`src/rtl/fetch_pkg.sv`:
```
// Shared types and constants for the fetch PC / redirect controller.
// Pure definitions: no latency, no flow control.
package fetch_pkg;

    typedef enum logic {
        RUN   = 1'b0,
        FLUSH = 1'b1
    } state_t;

    localparam int          PC_INC           = 4;
    localparam logic [31:0] RESET_PC_DEFAULT = 32'h0000_0000;

endpackage : fetch_pkg

```
`src/rtl/sat_counter.sv`:
```
// Saturating up-counter; increments by one per cycle with inc high, sticks at all-ones.
// Count visible the cycle after inc; no backpressure.
module sat_counter #(
    parameter int WIDTH = 16
) (
    input  logic             clk,
    input  logic             reset,
    input  logic             inc,
    output logic [WIDTH-1:0] count
);

    always_ff @(posedge clk or posedge reset) begin
        if (reset) begin
            count <= '0;
        end else if (inc && (count != '1)) begin
            count <= count + 1'b1;
        end
    end

endmodule : sat_counter

```
`src/rtl/fetch_redirect.sv`:
```
// Fetch PC sequencer: loads the taken-branch target, holds flush for FLUSH_DEPTH cycles, then resumes pc+4.
// Redirect visible one cycle after take; stall freezes pc in RUN only, flush overrides stall.
module fetch_redirect
    import fetch_pkg::*;
#(
    parameter int               WIDTH       = 32,
    parameter logic [WIDTH-1:0] RESET_PC    = WIDTH'(RESET_PC_DEFAULT),
    parameter int               FLUSH_DEPTH = 2,
    parameter int               CNT_WIDTH   = 16
) (
    input  logic                 clk,
    input  logic                 reset,
    input  logic                 stall,
    input  logic                 take,
    input  logic [WIDTH-1:0]     target,
    output logic [WIDTH-1:0]     pc,
    output logic                 fetch_valid,
    output logic                 flush,
    output logic [CNT_WIDTH-1:0] redirect_cnt
);

    localparam int FW = $clog2(FLUSH_DEPTH + 1);

    state_t        state;
    logic [FW-1:0] flush_cnt;
    logic          redirect;

    // A take seen while flushing belongs to a squashed instruction, so only RUN accepts it.
    assign redirect    = (state == RUN) && take;
    assign fetch_valid = (state == RUN) && !stall && !reset;

    always_ff @(posedge clk or posedge reset) begin
        if (reset) begin
            pc        <= RESET_PC;
            flush     <= 1'b0;
            state     <= RUN;
            flush_cnt <= '0;
        end else begin
            unique case (state)
                RUN: begin
                    if (take) begin
                        pc        <= target;
                        flush     <= 1'b1;
                        flush_cnt <= FW'(FLUSH_DEPTH - 1);
                        state     <= FLUSH;
                    end else if (stall) begin
                        flush <= 1'b0;
                    end else begin
                        pc    <= pc + WIDTH'(PC_INC);
                        flush <= 1'b0;
                    end
                end
                FLUSH: begin
                    if (flush_cnt == '0) begin
                        flush <= 1'b0;
                        state <= RUN;
                    end else begin
                        flush_cnt <= flush_cnt - 1'b1;
                    end
                end
            endcase
        end
    end

    sat_counter #(
        .WIDTH(CNT_WIDTH)
    ) u_redirect_cnt (
        .clk  (clk),
        .reset(reset),
        .inc  (redirect),
        .count(redirect_cnt)
    );

endmodule : fetch_redirect

```
`config.mk`:
```
export PLATFORM = sky130hd
export DESIGN_NAME = fetch_redirect
export DESIGN_NICKNAME = d
export VERILOG_FILES = /design/src/rtl/fetch_pkg.sv /design/src/rtl/sat_counter.sv /design/src/rtl/fetch_redirect.sv
export SDC_FILE = /design/constraint.sdc
export NUM_CORES = 1
export LEC_CHECK = 0
export CELL_PAD_IN_SITES_DETAIL_PLACEMENT = 1
export CELL_PAD_IN_SITES_GLOBAL_PLACEMENT = 2
export CORE_ASPECT_RATIO = 1.1
export CORE_MARGIN = 3
export CORE_UTILIZATION = 30
export DETAILED_ROUTE_END_ITERATION = 16
export GPL_TIMING_DRIVEN = 0
export PLACE_DENSITY_LB_ADDON = 0.1
export SETUP_SLACK_MARGIN = 0.3
export SLEW_MARGIN = 10
export SYNTH_ARGS = -nofsm -noshare
export SYNTH_HDL_FRONTEND = slang
export SYNTH_HIERARCHICAL = 1
export SYNTH_SLANG_ARGS = --single-unit
export TNS_END_PERCENT = 30
```
`constraint.sdc`:
```
create_clock -name clk -period 3.26 [get_ports clk]
set_input_delay 0.652 -clock clk [delete_from_list [all_inputs] [get_ports clk]]
set_output_delay 0.652 -clock clk [all_outputs]
set_load 0.005 [all_outputs]
```
==> results.toml <==
[status]
status = "finished clean"

[grt]
gr-total-overflow = 0
grt_max_degree = 20
grt_pass1_wl_um = 17700
grt_antenna_before_repair = 0
first_global_vias = 3372
groute.usage.overall_pct = 19.64

[timing]
drv_slew = 0
whs_ns = 0.4864
fin_crit_ns = 2.805
relSlewSlack_pct = 54.00
skew_ns = 0.007395
hold_viol_final = 0
setup_violations = 0
fmax_mhz = 356.5
worst_pin_slew_ns = 0.6900
rsz0062_at_grt = "no"
setup-tns-final_ns = 0
period_share_pct = 86.04

[cts]
htreeDepth = 2
holdBufCountCts = 0
path_clk_slew_ns = 0.10
cts-buffers-inserted = 5
cts.sinks = 52
clock_latency_ns = 0.31
clk_path_buf_depth = 2
cts_root_buffer = "clkbuf_8"
cts_tree = "yes"

[place]
io_buffer_count = 85
placedCellCount = 551
dpl.hpwl_um = 8002
globalplace.congestion = 0.7601
placedInstanceArea_mm2 = 0.004103

[worst_setup_path]
slowest_delay_ns = 0.54
worstSetupStartpointType = "register"
rrSetupSlack_ns = 1.03
arrival_ns = 2.15
critPathCaptureType = "output port"
crit_path_max_fanout = 10
cp.required_ns = 2.61
crit_chain = "clkbuf_1, clkbuf_1, nor3_1, clkdlybuf4s50_1"
slowest_stage = "clkbuf_1"
crit_type = "reg2out"
cp_common_cell = "clkbuf_1"

[floorplan]
ios = 86
die_h_um = 112.2
die_area_mm2 = 0.01150
fp.dieW_um = 102.5
start_util_pct = 30.94
coreArea_mm2 = 0.009937
rows = 38

[logic_synthesis]
yosysWarnings = 6
syn-num-nets = 384
synth-seq-area-share_pct = 42.33
avgSynthCellArea_um2 = 8.911
synth_area_mm2 = 0.003074
synth_edf_count = 0
yosysUniqueCellTypes = 53
ys_ff_latch = 52
synth-main-ff-cell = "dfrtp_1"
syn_inst = 345
async_flop_share_pct = 100.0

[worst_hold_path]
hold_path_class = "reg2reg"

[pwr]
power_density_mw_per_mm2 = 742.9
ir_drop_uv = 358.5
leakage_nw = 1.688

[final_layout]
nets = 477
layout_commonest_cell = "clkdlybuf4s50_1"
stdcell_count = 559
layout_common_cells = "85 x clkdlybuf4s50_1, 52 x dfrtp_1, 35 x nand2_1"
area_delta_synth_final_pct = 37.08
diodes = 0
layout-drive-gt1-share_pct = 7.517
final_cell_area_mm2 = 0.004214

[detailed_routing]
ant_nets = 0
first_pass_iters = 4
routed_wl_um = 10860
drt_iter0_markers = 91
viasPerCell = 5.589
dr_total_vias = 3124
drc = 0
routedWlPerCell_um = 19.43

[job]
maxCapViolations = 0
-- final timing paths --
path | from | to | depth (start not counted)
min in group asynchronous | reset | pc[24] | 2
worst max-delay path | state | fetch_valid | 4
max in group asynchronous | reset | u_redirect_cnt/count[5] | 2
worst min register to register | pc[0] | pc[0] | 2
worst max register to register | state | u_redirect_cnt/count[14] | 8
worst min-delay path | pc[0] | pc[0] | 2
-- timing repair --
action / 4_1_cts / 5_1_grt
setup endpoints to repair: 0 / 1
resized for setup: 0 / 1
buffers inserted: 0 / 0
-- worst max-delay path: cells and delay by family, from the launching register on --
kind | cells | cell delay [ns]
flip-flops | 1 | 0.34
AND/OR/NAND/NOR | 1 | 0.13
buffers and inverters | 3 | 1.37
-- cell usage after synthesis (2+ instances only) --
cell type  instances  area (um^2)
or3_1              2        12.51
nand3_1           25        125.1
inv_1             12        45.04
xnor2_1           11        96.34
nor4_1             4        25.02
nor2_1            19        71.32
dfrtp_1           52         1301
o22ai_1            5        31.28
nand2_1           35        131.4
nand4_4            2        42.54
ha_1               3        37.54
a211o_1            2        17.52
and3_1            12        75.07
nand4_1           12        75.07
mux2i_1            4        40.04
mux2_2             3        33.78
and2_1             5        31.28
a31o_2             2        17.52
buf_2              2        10.01
and4_1            12        105.1
o211ai_1           5        37.54
a21oi_1           23        115.1
o21a_1             2        15.01
clkbuf_1          11        41.29
nor2b_1            4        25.02
a22oi_1            6        45.04
a31oi_1            5        31.28
o31ai_1            2        15.01
or4_1              2        15.01
nor3_1            14        70.07
and4_2             3        30.03
o21ai_0           22        110.1
nand2b_1           2        12.51
-- through the flow --
step | total power, mW | utilization, % | worst slack (ns)
finish | 3.131 | 42.41 | 0.4552
global route | 3.375 | 42.41 | 0.3308
detailed placement | 2.696 | 41.29 | 0.1449
global placement | 2.643 | 41.01 | 0.1259
CTS | 3.172 | 42.41 | 0.3794
floorplan | 1.836 | - | 1.382
-- kinds of logic (layout without fill, tap and decap cells) --
group | count (synthesis) | after routing | share of synthesized area (%)
adders and majority gates | 3 | 3 | 1.221
DFF | 52 | 52 | 42.33
xor gates and xnor gates | 12 | 12 | 3.419
buffers and inverters | 30 | 124 | 4.151
AOI/OAI and AO/OA | 82 | 82 | 16.77
and+or+nand+nor | 159 | 159 | 29.71
muxes | 7 | 7 | 2.401
-- power breakdown --
part	switching (mW)	leakage, nW	internal [mW]
Combinational	0.627	0.995	0.743
Sequential	0.400	0.639	0.899
Clock	0.234	0.0541	0.228
-- registers in the layout, indices dropped and copies added (netlist names) --
signal                count
flush_cnt                 2
pc                       32
u_redirect_cnt/count     16
state                     1
flush                     1
-- layer usage --
layer  global-route usage, %  wire length, um  vias up
li1                        -                -     1473
met5                       0                0        -
met2                   32.30             5284       76
met3                   2.859              444       14
met1                   27.27             4983     1561
met4                   4.199              147        0
-- cell type report --
cell class,instances,area [um^2]
buffer,17,78.83
sequential,52,1301
inverter,13,48.80
clock buffer,5,68.82
fill,1188,5723
multi-input combinational,263,1645
tap,120,150.1
clock inverter,3,42.54
timing repair buffer,86,878.3
No activity file was read; power rests on OpenSTA's default activity.
==> variant 1 (same flow settings) <==
Register the output `redirect_cnt`, cleared by the reset; this adds one clock of latency there. The other outputs are not delayed to match.
--- a/src/rtl/fetch_redirect.sv
+++ b/src/rtl/fetch_redirect.sv
@@ -20,6 +20,8 @@
 );
 
     localparam int FW = $clog2(FLUSH_DEPTH + 1);
+
+    logic [CNT_WIDTH-1:0] redirect_cnt_d;
 
     state_t        state;
     logic [FW-1:0] flush_cnt;
@@ -68,8 +70,16 @@
         .clk  (clk),
         .reset(reset),
         .inc  (redirect),
-        .count(redirect_cnt)
+        .count(redirect_cnt_d)
     );
+
+    always_ff @(posedge clk or posedge reset) begin
+        if (reset) begin
+            redirect_cnt <= '0;
+        end else begin
+            redirect_cnt <= redirect_cnt_d;
+        end
+    end
 
 endmodule : fetch_redirect
 
Formal check against the unedited RTL: not equivalent (Yosys sat finds a counterexample within 4 cycles, from zero or initial values and one cycle with reset high).
==> variant 1 against the unedited design <==
Critical path depth stayed put; highest routed layer unchanged; worst setup slack worse by 16 ps; wire length is 7.3% higher; register-to-register slack worse by 200 ps; largest cell class is now registers; cell area is 16% higher; sequential cell count is 16 higher; total power is 29% higher; clock skew hardly changed; worst hold slack worse by 45 ps; synthesized area is 14% higher.
==> variant 1: results (changes against the unedited design) <==
- The depth of the most critical reg-to-reg path is 9 (was 8).
- The launch instance of the worst min-delay path is u_redirect_cnt/count[14] (was pc[0]).
- Status: finished clean (unchanged).
- The standard cell with the maximum stage delay on the critical path was sky130_fd_sc_hd__clkdlybuf4s50_1 (was sky130_fd_sc_hd__clkbuf_1).
- The worst hold slack across all endpoints is 442 ps (was 486 ps).
- The per-cell routed wire length is 19.4 µm (about the same).
- The total CTS buffers came to 9 (was 5).
- Leading post-synthesis cells by cell area: sky130_fd_sc_hd__dfrtp_1, sky130_fd_sc_hd__a21oi_1, sky130_fd_sc_hd__nand2_1, sky130_fd_sc_hd__o21ai_0, sky130_fd_sc_hd__xnor2_1 (was sky130_fd_sc_hd__dfrtp_1, sky130_fd_sc_hd__nand2_1, sky130_fd_sc_hd__nand3_1, sky130_fd_sc_hd__a21oi_1, sky130_fd_sc_hd__o21ai_0).
- The minimum setup slack among reg-to-reg paths is 830 ps (was 1030 ps).
- The maximum level of the CTS H-tree is 3 (was 2).
- The clock latency of the later-clocked register in the worst-skew pair is 330 ps (was 310 ps).
- The proportion of power drawn by combinational gates was 36.2% (was 43.7%).
- The total track usage is 18.7% (was 19.6%).
- The maximum single-stage delay on the critical path is 470 ps (was 540 ps).
- The hold path endpoint is redirect_cnt[14] (was pc[0]).
- The aggregate routed wire length is 11.7 mm (was 10.9 mm).
- The pin count of the biggest net entering global routing is 31 (was 20).
- The share of the yosys chip area belonging to registers is 48.6% (was 42.3%).
- The largest clock skew in the final design is 7.04 ps (was 7.39 ps).
- The clock tree root buffer cell is sky130_fd_sc_hd__clkbuf_16 (was sky130_fd_sc_hd__clkbuf_8).
- The count of cell types in the netlist is 48 (was 53).
- The design internal power is 2.60 mW (was 1.87 mW).
- The met3 capacity usage during global routing is 4.44% (was 2.86%).
- The final RePlAce weighted congestion came to 0.782 (was 0.760).
- Biggest registers after layout: pc (32), redirect_cnt (16), u_redirect_cnt/count (16) (was pc (32), u_redirect_cnt/count (16), flush_cnt (2)).
- The post-synthesis net count is 391 (was 384).
- The leakage power summed over all cells came to 1.97 nW (was 1.69 nW).
- The power consumed by the clock network came to 1.05 mW (was 0.462 mW).
- The peak supply drop is 0.356 mV (was 0.358 mV).
- The register clock-pin slew on the reported worst setup and hold paths was 60 ps (was 100 ps).
==> variant 1: changes by cell type in the layout (fill, tap and decap cells not counted), sizes merged, moves of 6 or more <==
cell / unedited run / this run
buf: 6 / 13
nand2: 36 / 28
dfrtp: 52 / 68
nor3: 14 / 20
a211oi: 0 / 8
a311oi: 1 / 10
nand3: 25 / 16
==> variant 1: stage by stage <==
stage | setup slack [ps] | power, mW | setup TNS [ps]
finish | 439 | 4.03 | 0
global placement | -32.4 | 2.94 | -32.4
detailed placement | -57.8 | 2.99 | -57.8
floorplan | 681 | 2.13 | 0
global route | 283 | 4.32 | 0
CTS | 315 | 4.06 | 0
==> variant 1: logic make-up (layout without fill, tap and decap cells) <==
group / after synthesis / in the layout / share of synthesized area (%)
AOI/OAI and AO/OA: 87 / 87 / 16.2
xor gates and xnor gates: 11 / 11 / 2.75
adders and majority gates: 3 / 3 / 1.07
buffers and inverters: 28 / 130 / 3.43
DFF: 68 / 68 / 48.6
muxes: 10 / 10 / 2.97
and+or+nand+nor: 145 / 145 / 24.9
==> variant 1: final cells by class <==
cell class	instances	area [µm²]	share of cell area [%]
inverter	8	30.0	0.617
sequential	68	1700	34.9
clock inverter	4	72.6	1.49
timing repair buffer	86	866	17.8
clock buffer	12	246	5.06
buffer	20	92.6	1.90
multi-input combinational	256	1680	34.4
tap	147	184	3.78
==> variant 1: worst max-delay path by stage <==
stage / cells past startpoint / to / startpoint
after floorplan: 11 / u_redirect_cnt/count[14] / take
after global placement: 11 / u_redirect_cnt/count[14] / take
after detailed placement: 11 / u_redirect_cnt/count[14] / take
after CTS: 11 / u_redirect_cnt/count[14] / take
after global routing: 4 / fetch_valid / state
final: 4 / fetch_valid / state
==> variant 2 (config.mk and constraints unchanged) <==
Made on the original files. Set the parameter `FLUSH_DEPTH` to 4 (it was 2).
--- a/src/rtl/fetch_redirect.sv
+++ b/src/rtl/fetch_redirect.sv
@@ -5,7 +5,7 @@
 #(
     parameter int               WIDTH       = 32,
     parameter logic [WIDTH-1:0] RESET_PC    = WIDTH'(RESET_PC_DEFAULT),
-    parameter int               FLUSH_DEPTH = 2,
+    parameter int               FLUSH_DEPTH = 4,
     parameter int               CNT_WIDTH   = 16
 ) (
     input  logic                 clk,
Formal check against the unedited RTL: not equivalent (Yosys sat finds a counterexample within 4 cycles, from zero or initial values and one cycle with reset high).
==> variant 2 against the unedited design <==
Synthesized area up 2.5%; sequential cell count rose by 1; critical endpoint unchanged; worst setup slack got worse by 39 ps; count of clock-buffer cells in the layout unchanged; global-route usage is 0.90 points lower; total power rose by 3.6%; cell area up 2.6%; critical path type is now input pin to output pin; wire length fell by 1.7%.
==> variant 2: results (changes against the unedited design) <==
- The post-route non-filler standard cell count came to 582 (was 559).
- The pin count of the biggest net entering global routing is 30 (was 20).
- The detailed placer's ending HPWL is 7.95 mm (was 8.00 mm).
- The cell count after placement is 574 (was 551).
- The number of port buffers came to 84 (was 85).
- The share of the yosys chip area belonging to registers came to 42.1% (was 42.3%).
- The minimum setup slack after placement is 55.4 ps (was 145 ps).
- Leading post-synthesis cells by cell area: sky130_fd_sc_hd__dfrtp_1, sky130_fd_sc_hd__nand2_1, sky130_fd_sc_hd__a21oi_1, sky130_fd_sc_hd__o21ai_0, sky130_fd_sc_hd__xnor2_1 (was sky130_fd_sc_hd__dfrtp_1, sky130_fd_sc_hd__nand2_1, sky130_fd_sc_hd__nand3_1, sky130_fd_sc_hd__a21oi_1, sky130_fd_sc_hd__o21ai_0).
- The area after detailed placement is 0.00419 mm² (was 0.00410 mm²).
- The standard cell with the maximum stage delay on the critical path is sky130_fd_sc_hd__clkdlybuf4s50_1 (was sky130_fd_sc_hd__clkbuf_1).
- The final layout net count was 481 (was 477).
- The global-route wire length before repair is 17.7 mm (about the same).
- Commonest cells in the netlist: sky130_fd_sc_hd__dfrtp_1, sky130_fd_sc_hd__nand2_1, sky130_fd_sc_hd__a21oi_1 (was sky130_fd_sc_hd__dfrtp_1, sky130_fd_sc_hd__nand2_1, sky130_fd_sc_hd__nand3_1).
- The number of standard cells after synthesis is 349 (was 345).
- The layout cell share with drive strength beyond 1 is 8.60% (was 7.52%).
- Biggest registers after layout: pc (32), u_redirect_cnt/count (16), flush_cnt (3) (was pc (32), u_redirect_cnt/count (16), flush_cnt (2)).
- The largest clock skew in the final design is 14.2 ps (was 7.39 ps).
- The worst path arrival time came to 2190 ps (was 2150 ps).
- The area of the mapped netlist is 0.00315 mm² (was 0.00307 mm²).
- The leakage power summed over all cells is 1.73 nW (was 1.69 nW).
- The worst max-slew margin expressed relative to the limit came to 37.0% (was 54.0%).
- The peak supply drop is 0.324 mV (was 0.358 mV).
- The aggregate routed wire length came to 10.7 mm (was 10.9 mm).
- The number of vias in the routed layout is 3114 (was 3124).
- Status: finished clean (unchanged).
- The total track usage is 18.7% (was 19.6%).
- The post-synthesis net count was 389 (was 384).
- The via count of the first global-routing pass is 3270 (was 3372).
-- variant 2: worst reg2reg max path, stage by stage, from the launching register on --
cell and delay, ps:
sky130_fd_sc_hd__dfrtp_1 420, sky130_fd_sc_hd__clkinv_1 240, sky130_fd_sc_hd__nand2_1 280, sky130_fd_sc_hd__inv_1 190
sky130_fd_sc_hd__clkbuf_2 370, sky130_fd_sc_hd__and4_1 350, sky130_fd_sc_hd__nand3_1 170, sky130_fd_sc_hd__nor2_1 160
sky130_fd_sc_hd__mux2_2 340
-- variant 2: where the power goes --
| group | internal (mW) | switching, mW | leakage [nW] | total, mW |
|---|---|---|---|---|
| Sequential | 0.910 | 0.358 | 0.646 | 1.27 |
| Clock | 0.305 | 0.237 | 0.0681 | 0.543 |
| Combinational | 0.759 | 0.673 | 1.02 | 1.43 |
| Total | 1.97 | 1.27 | 1.73 | 3.24 |
-- variant 2: worst paths after layout --
path / startpoint / endpoint / slack [ps]
setup / recovery: stall / fetch_valid / 420
hold / removal: pc[0] / pc[0] / 500
setup reg to reg: state / u_redirect_cnt/count[14] / 640
hold reg to reg: pc[0] / pc[0] / 500
max in group asynchronous: reset / u_redirect_cnt/count[14] / 2030
min in group asynchronous: reset / pc[17] / 640
-- variant 2: area by class of cell --
class                           instances  area, µm²
Fill cell                            1177       5710
Multi-Input combinational cell        268       1720
Sequential cell                        53       1330
Timing Repair Buffer                   85        861
Tap cell                              140        175
Clock buffer                            5       68.8
Clock inverter                          3       65.1
Buffer                                 16       65.1
Inverter                               12       45.0
-- variant 2: timing repair --
| action | CTS | global route |
|---|---|---|
| setup endpoints to repair | 0 | 7 |
| gates resized for setup | 0 | 7 |
| hold endpoints to repair | 0 | 0 |
-- variant 2: layer usage --
metal  vias to the layer above  GRT usage (%)  wire (µm)
li1                       1481              -          -
met1                      1557           24.4       4900
met2                        67           32.9       5230
met3                         9           2.83        403
met4                         0           4.79        142
met5                         -              0          0
-- variant 2: logic make-up (layout without fill, tap and decap cells) --
| kind of cell | count (synthesis) | after routing | synth area share [%] |
|---|---|---|---|
| AO/OA/AOI/OAI | 86 | 86 | 17.3 |
| XOR/XNOR | 11 | 11 | 3.06 |
| buffers and inverters | 28 | 121 | 3.37 |
| AND/OR/NAND/NOR | 155 | 155 | 28.6 |
| flip-flops | 53 | 53 | 42.1 |
| adder cells (fa/ha/maj) | 4 | 4 | 1.59 |
| multiplexers | 12 | 12 | 4.05 |
